## src/rtl/mem_port_arbiter_if.sv

```systemverilog
// Bundle of requester-side and memory-side signals around the arbiter.
// Pure wiring; no storage and no added latency.
// Backpressure is by holding req_valid / mem_req until the matching ack.
interface mem_port_arbiter_if #(
    parameter int NUM_REQ    = 2,
    parameter int ADDR_WIDTH = 32,
    parameter int DATA_WIDTH = 32
);
    localparam int GW = (NUM_REQ > 1) ? $clog2(NUM_REQ) : 1;

    // Requester side
    logic [NUM_REQ-1:0]            req_valid;
    logic [NUM_REQ*ADDR_WIDTH-1:0] req_addr;
    logic [NUM_REQ*DATA_WIDTH-1:0] req_wdata;
    logic [NUM_REQ-1:0]            req_we;
    logic [NUM_REQ-1:0]            req_ack;
    logic                          req_err;
    logic [DATA_WIDTH-1:0]         req_rdata;

    // Memory controller side
    logic [ADDR_WIDTH-1:0]         mem_addr;
    logic [DATA_WIDTH-1:0]         mem_wdata;
    logic                          mem_we;
    logic                          mem_req;
    logic                          mem_ack;
    logic [DATA_WIDTH-1:0]         mem_rdata;

    // Status
    logic [GW-1:0]                 grant_id;
    logic                          busy;

    // Arbiter view
    modport slave (
        input  req_valid, req_addr, req_wdata, req_we, mem_ack, mem_rdata,
        output req_ack, req_err, req_rdata, mem_addr, mem_wdata, mem_we,
               mem_req, grant_id, busy
    );

    // Environment view: requesters plus memory controller
    modport master (
        output req_valid, req_addr, req_wdata, req_we, mem_ack, mem_rdata,
        input  req_ack, req_err, req_rdata, mem_addr, mem_wdata, mem_we,
               mem_req, grant_id, busy
    );
endinterface

```

## src/rtl/mem_port_arbiter.sv

```systemverilog
// Round-robin arbiter sharing one memory request port among NUM_REQ requesters.
// Latency: mem_req one cycle after req_valid is sampled; req_ack one cycle after mem_ack.
// Backpressure: one transaction in flight; losers hold req_valid until their own req_ack.
module mem_port_arbiter #(
    parameter int NUM_REQ        = 2,
    parameter int ADDR_WIDTH     = 32,
    parameter int DATA_WIDTH     = 32,
    parameter int TIMEOUT_CYCLES = 64
) (
    input  logic              clk,
    input  logic              rst,
    mem_port_arbiter_if.slave bus
);
    localparam int GW = (NUM_REQ > 1) ? $clog2(NUM_REQ) : 1;
    localparam int CW = (TIMEOUT_CYCLES > 1) ? $clog2(TIMEOUT_CYCLES) : 1;
    localparam logic [CW-1:0] TO_LAST   = (TIMEOUT_CYCLES > 0) ? CW'(TIMEOUT_CYCLES - 1) : '0;
    localparam logic [GW-1:0] LAST_INIT = GW'(NUM_REQ - 1);

    typedef enum logic [1:0] {
        S_IDLE = 2'd0,
        S_BUSY = 2'd1,
        S_RESP = 2'd2
    } state_t;

    state_t                  state_q;
    logic [GW-1:0]           last_grant_q;
    logic [GW-1:0]           grant_id_q;
    logic [CW-1:0]           tmo_cnt_q;
    logic [ADDR_WIDTH-1:0]   mem_addr_q;
    logic [DATA_WIDTH-1:0]   mem_wdata_q;
    logic                    mem_we_q;
    logic                    mem_req_q;
    logic [NUM_REQ-1:0]      req_ack_q;
    logic                    req_err_q;
    logic [DATA_WIDTH-1:0]   req_rdata_q;

    logic [NUM_REQ-1:0]      req_rot_d;
    logic                    win_vld_d;
    logic [GW-1:0]           win_d;
    logic [ADDR_WIDTH-1:0]   win_addr_d;
    logic [DATA_WIDTH-1:0]   win_wdata_d;
    logic                    win_we_d;

    // Round-robin pick: rotate requests so bit 0 is the requester just after
    // the last winner, then take the lowest set bit of the rotated vector.
    always_comb begin
        req_rot_d = NUM_REQ'({bus.req_valid, bus.req_valid} >> (int'(last_grant_q) + 1));
        win_vld_d = |bus.req_valid;
        win_d     = '0;
        for (int j = NUM_REQ - 1; j >= 0; j--) begin
            if (req_rot_d[j]) begin
                win_d = GW'((int'(last_grant_q) + 1 + j) % NUM_REQ);
            end
        end
    end

    // Mux only the winner's slice toward the memory port.
    always_comb begin
        win_addr_d  = '0;
        win_wdata_d = '0;
        win_we_d    = 1'b0;
        for (int j = 0; j < NUM_REQ; j++) begin
            if (win_d == GW'(j)) begin
                win_addr_d  = bus.req_addr[j*ADDR_WIDTH +: ADDR_WIDTH];
                win_wdata_d = bus.req_wdata[j*DATA_WIDTH +: DATA_WIDTH];
                win_we_d    = bus.req_we[j];
            end
        end
    end

    // Control FSM with all outputs registered; reset aborts any transaction silently.
    always_ff @(posedge clk or posedge rst) begin
        if (rst) begin
            state_q      <= S_IDLE;
            last_grant_q <= LAST_INIT;
            grant_id_q   <= '0;
            tmo_cnt_q    <= '0;
            mem_addr_q   <= '0;
            mem_wdata_q  <= '0;
            mem_we_q     <= 1'b0;
            mem_req_q    <= 1'b0;
            req_ack_q    <= '0;
            req_err_q    <= 1'b0;
            req_rdata_q  <= '0;
        end else begin
            case (state_q)
                S_IDLE: begin
                    // mem_ack here is stray and deliberately ignored.
                    req_ack_q <= '0;
                    req_err_q <= 1'b0;
                    if (win_vld_d) begin
                        mem_addr_q   <= win_addr_d;
                        mem_wdata_q  <= win_wdata_d;
                        mem_we_q     <= win_we_d;
                        mem_req_q    <= 1'b1;
                        grant_id_q   <= win_d;
                        last_grant_q <= win_d;
                        tmo_cnt_q    <= '0;
                        state_q      <= S_BUSY;
                    end
                end
                S_BUSY: begin
                    // A real ack takes priority over a timeout expiring on the same cycle.
                    if (bus.mem_ack) begin
                        req_rdata_q <= bus.mem_rdata;
                        req_ack_q   <= NUM_REQ'(1) << grant_id_q;
                        req_err_q   <= 1'b0;
                        mem_req_q   <= 1'b0;
                        state_q     <= S_RESP;
                    end else if ((TIMEOUT_CYCLES > 0) && (tmo_cnt_q == TO_LAST)) begin
                        req_rdata_q <= '0;
                        req_ack_q   <= NUM_REQ'(1) << grant_id_q;
                        req_err_q   <= 1'b1;
                        mem_req_q   <= 1'b0;
                        state_q     <= S_RESP;
                    end else begin
                        tmo_cnt_q   <= tmo_cnt_q + 1'b1;
                    end
                end
                S_RESP: begin
                    // The acked requester still shows req_valid this cycle, so no arbitration.
                    req_ack_q <= '0;
                    req_err_q <= 1'b0;
                    state_q   <= S_IDLE;
                end
                default: begin
                    req_ack_q <= '0;
                    req_err_q <= 1'b0;
                    mem_req_q <= 1'b0;
                    state_q   <= S_IDLE;
                end
            endcase
        end
    end

    assign bus.mem_addr  = mem_addr_q;
    assign bus.mem_wdata = mem_wdata_q;
    assign bus.mem_we    = mem_we_q;
    assign bus.mem_req   = mem_req_q;
    assign bus.req_ack   = req_ack_q;
    assign bus.req_err   = req_err_q;
    assign bus.req_rdata = req_rdata_q;
    assign bus.grant_id  = grant_id_q;
    assign bus.busy      = (state_q != S_IDLE);

    // Completion pulses are one-hot and confined to the response cycle.
    ack_onehot_a: assert property (@(posedge clk) disable iff (rst) $onehot0(bus.req_ack));
    ack_in_resp_a: assert property (@(posedge clk) disable iff (rst)
                                    (bus.req_ack != '0) |-> (state_q == S_RESP));

endmodule

```

## src/flat_wrapper.sv

```systemverilog
// flat-port wrapper written by rule: the top's interface ports become plain ports
module mem_port_arbiter_flat 
#(
    parameter int NUM_REQ        = 2,
    parameter int ADDR_WIDTH     = 32,
    parameter int DATA_WIDTH     = 32,
    parameter int TIMEOUT_CYCLES = 64
)
  (clk, rst, bus_req_valid, bus_req_addr, bus_req_wdata, bus_req_we, bus_mem_ack, bus_mem_rdata, bus_req_ack, bus_req_err, bus_req_rdata, bus_mem_addr, bus_mem_wdata, bus_mem_we, bus_mem_req, bus_grant_id, bus_busy);
  mem_port_arbiter_if #(.NUM_REQ(NUM_REQ), .ADDR_WIDTH(ADDR_WIDTH), .DATA_WIDTH(DATA_WIDTH)) bus_i ();
  input  logic clk;
  input  logic rst;
  input wire logic [$bits(bus_i.req_valid)-1:0] bus_req_valid;
  input wire logic [$bits(bus_i.req_addr)-1:0] bus_req_addr;
  input wire logic [$bits(bus_i.req_wdata)-1:0] bus_req_wdata;
  input wire logic [$bits(bus_i.req_we)-1:0] bus_req_we;
  input wire logic [$bits(bus_i.mem_ack)-1:0] bus_mem_ack;
  input wire logic [$bits(bus_i.mem_rdata)-1:0] bus_mem_rdata;
  output wire logic [$bits(bus_i.req_ack)-1:0] bus_req_ack;
  output wire logic [$bits(bus_i.req_err)-1:0] bus_req_err;
  output wire logic [$bits(bus_i.req_rdata)-1:0] bus_req_rdata;
  output wire logic [$bits(bus_i.mem_addr)-1:0] bus_mem_addr;
  output wire logic [$bits(bus_i.mem_wdata)-1:0] bus_mem_wdata;
  output wire logic [$bits(bus_i.mem_we)-1:0] bus_mem_we;
  output wire logic [$bits(bus_i.mem_req)-1:0] bus_mem_req;
  output wire logic [$bits(bus_i.grant_id)-1:0] bus_grant_id;
  output wire logic [$bits(bus_i.busy)-1:0] bus_busy;
  assign bus_i.req_valid = bus_req_valid;
  assign bus_i.req_addr = bus_req_addr;
  assign bus_i.req_wdata = bus_req_wdata;
  assign bus_i.req_we = bus_req_we;
  assign bus_i.mem_ack = bus_mem_ack;
  assign bus_i.mem_rdata = bus_mem_rdata;
  assign bus_req_ack = bus_i.req_ack;
  assign bus_req_err = bus_i.req_err;
  assign bus_req_rdata = bus_i.req_rdata;
  assign bus_mem_addr = bus_i.mem_addr;
  assign bus_mem_wdata = bus_i.mem_wdata;
  assign bus_mem_we = bus_i.mem_we;
  assign bus_mem_req = bus_i.mem_req;
  assign bus_grant_id = bus_i.grant_id;
  assign bus_busy = bus_i.busy;
  mem_port_arbiter #(.NUM_REQ(NUM_REQ), .ADDR_WIDTH(ADDR_WIDTH), .DATA_WIDTH(DATA_WIDTH), .TIMEOUT_CYCLES(TIMEOUT_CYCLES)) u_core (.clk(clk), .rst(rst), .bus(bus_i));
endmodule
```

## config.mk

```make
export PLATFORM = sky130hd
export DESIGN_NAME = mem_port_arbiter_flat
export DESIGN_NICKNAME = d
export VERILOG_FILES = /design/src/rtl/mem_port_arbiter_if.sv /design/src/rtl/mem_port_arbiter.sv /design/src/flat_wrapper.sv
export SDC_FILE = /design/constraint.sdc
export NUM_CORES = 1
export LEC_CHECK = 0
export BUFFER_PORTS_ARGS = -buffer_cell sky130_fd_sc_hd__buf_2
export CORE_MARGIN = 10
export CORE_UTILIZATION = 49
export DETAILED_ROUTE_END_ITERATION = 8
export GPL_TIMING_DRIVEN = 0
export PLACE_DENSITY = 0.94
export SETUP_SLACK_MARGIN = 0.02
export SYNTH_ARGS = -nofsm -noshare
export SYNTH_HDL_FRONTEND = slang
export SYNTH_SLANG_ARGS = --single-unit
export TNS_END_PERCENT = 100
```

## constraint.sdc

```tcl
create_clock -name clk -period 9.8 [get_ports clk]
set_input_delay 0.49 -clock clk [delete_from_list [all_inputs] [get_ports clk]]
set_output_delay 0.49 -clock clk [all_outputs]
set_load 0.01 [all_outputs]
```

==> results.toml <==
[logic_synthesis]
yosysMostFrequentCell = "dfrtp_1"
yosysUniqueCellTypes = 36
synth_nets = 635
syn_area_mm2 = 0.00504
synth_area_leaders = "dfrtp_1 (55%), mux2i_1 (14%), o21ai_0 (9.2%), o2bb2ai_1 (5.6%), o21ai_1 (4.2%)"
synth_top_area_share = 0.546
yosysSeqAreaShare = 0.551
ys_warn_count = 0
ys_ff_latch = 111
avgSynthCellArea_um2 = 10.8
synth_flop_cell = "dfrtp_1"
async_flop_share = 1.00
synth_cells = 467
synthTopCellsByCount = "dfrtp_1 (110), o21ai_0 (93), mux2i_1 (70)"
yosys.area.top_type = "dfrtp_1"
synth-edff-count = 0

[timing]
max-slew-margin-rel = 0.531
fin_skew_ns = 0.0132
fin_setup_tns_ns = 0
hold_viol = 0
fmax_mhz = 430
fin_hold_ws_ns = 0.229
min_period_ns = 2.32
tightest_slew_ns = 0.703
finalSetupViolCount = 0
slew_violations = 0
fin_crit_sh = 0.237
rsz0062_at_grt = "no"

[setup_path]
critical_path_class = "reg -> out"
worstPathCellList = "nor2_2 -> inv_1 -> clkbuf_1 -> buf_2"
crit_arrival_ns = 1.83
worst_path_largest_cell_delay_ns = 0.50
cp-start-kind = "flip-flop"
cpMaxStageDelayCell = "dfrtp_1"
cp-end-kind = "primary output"
cp_max_fo = 10
critPathRequiredTime_ns = 9.31

[cts]
clockBufferDepth = 2
cts_tree = "done"
clk_latency_ns = 0.37
cts-htree-levels = 3
cts_sinks = 111
post-cts-setup-buffers = 0
cts_buffers = 9
cts_root_buf = "clkbuf_8"
cts_hold_buffers = 0
clkTransAtPathRegs_ns = 0.11
cts_resized = 0

[worst_hold_path]
hp-class = "in -> async"

[cells_and_area]
nets = 916
ff_latch_area_mm2 = 0.00278
drive_above_1_share = 0.408
n_antenna_cell = 0
syn_to_final_growth_pct = 35.2
fill_cells = 787
multi_input_area_mm2 = 0.00206

[placement]
gp_congestion = 0.873
numPortBuffers = 269
dp_hpwl_um = 14100

[pwr]
vdd.ir_drop.worst_v = 0.000167
power_leakage_nw = 3.46
p_total_w = 0.00197
power.density_mw_per_mm2 = 289

[route]
first_iter_violations = 358
drt-pass1-iter-count = 4
drc = 0
ant_nets = 0
drt_wl_total_um = 17500
vias_per_cell = 5.52
avgRoutedWirePerCell_um = 19.8
vias = 4887

[run_status]
status = "completed"

[flow_run]
max_cap_viol_count = 0

[global_routing]
grt-ovfl-total = 0
grt_pass1_vias = 5293
grt_antenna_before_repair = 0
grt_pass1_wl_um = 27400
grt_max_degree = 58
gr-usage-all-layers = 0.230

[floorplan]
io_pins = 270
fp.dieH_um = 121
core_area_mm2 = 0.00991
floorplan.die_area_mm2 = 0.0148
fp.dieW_um = 121
initial_core_util = 0.509
rows = 36
==> critical path, delay by kind of cell, from the launching register on <==
kind          cells  cell delay (ns)
buf+inv           3             0.84
flops             1             0.50
simple gates      1             0.13
==> through the flow <==
stage	cells	util	setup slack [ns]	instance area, um^2
detailed placement	870	0.665	7.76	6590
finish	886	0.688	7.48	6820
CTS	886	0.688	7.47	6820
global placement	869	0.662	5.34	6560
floorplan	467	-	6.38	5040
global route	886	0.688	7.38	6820
==> cells by family after synthesis <==
family / after synthesis / synth area share
multiplexers: 71 / 0.141
AO/OA/AOI/OAI: 181 / 0.211
adder cells (fa/ha/maj): 1 / 0.00248
buffers and inverters: 44 / 0.0409
AND/OR/NAND/NOR: 59 / 0.0533
flip-flops: 111 / 0.551
==> power by group <==
part           internal, W  total [W]  switching (W)  leakage [nW]
sequential        0.000671   0.000790       0.000118          1.38
combinational     0.000341   0.000864       0.000523          1.96
clock             0.000165   0.000317       0.000152         0.120
total              0.00118    0.00197       0.000793          3.46
==> cell type report <==
class,instances,area share
well taps,133,0.0244
flip-flops and latches,111,0.407
multi-input cells,312,0.302
inverters,5,0.00312
plain buffers,39,0.0275
repair buffers,270,0.201
clock buffers,13,0.0248
clock inverters,3,0.00954
==> metal layers <==
layer | global-route usage | vias to the layer above | routed length, um
met4 | 0.0723 | 0 | 328
met1 | 0.256 | 2384 | 6670
met5 | 0 | - | 0
li1 | - | 2247 | -
met2 | 0.407 | 226 | 8940
met3 | 0.0749 | 30 | 1570
==> cells in the final DEF (no fill, tap or decap), types with 2 or more instances in the layout <==
| cell type | n |
|---|---|
| nand2b_1 | 3 |
| o21ai_1 | 42 |
| clkbuf_1 | 23 |
| dfrtp_1 | 110 |
| bufinv_16 | 2 |
| nand2_1 | 38 |
| mux2i_1 | 70 |
| inv_1 | 4 |
| buf_2 | 278 |
| o2bb2ai_1 | 32 |
| o21ai_0 | 93 |
| nand3_1 | 4 |
| buf_4 | 8 |
| nor2_1 | 4 |
| a21oi_1 | 3 |
| a32o_1 | 3 |
| clkbuf_8 | 12 |
==> final timing paths <==
path	startpoint	end	slack, ns	cells past startpoint
worst max-delay path	u_core.state_q[1]	bus_busy	7.48	4
worst min-delay path	rst	u_core.bus.req_rdata[5]	0.23	2
worst max register to register	u_core.tmo_cnt_q[0]	u_core.bus.req_rdata[29]	8.02	5
worst min register to register	u_core.bus.mem_wdata[30]	u_core.bus.mem_wdata[30]	0.51	2
max in group asynchronous	rst	u_core.last_grant_q	8.79	3
min in group clk	bus_mem_rdata[17]	u_core.bus.req_rdata[17]	0.32	2
==> registers in the layout, indices dropped and copies added, names as in the netlist <==
register	cells
u_core.state_q	2
u_core.bus.req_rdata	32
u_core.last_grant_q	1
u_core.bus.req_ack	2
u_core.bus.req_err	1
u_core.bus.mem_req	1
u_core.tmo_cnt_q	6
u_core.bus.mem_wdata	32
u_core.bus.mem_addr	32
u_core.bus.grant_id	1
u_core.bus.mem_we	1
Power figures use the tool's default switching activity.
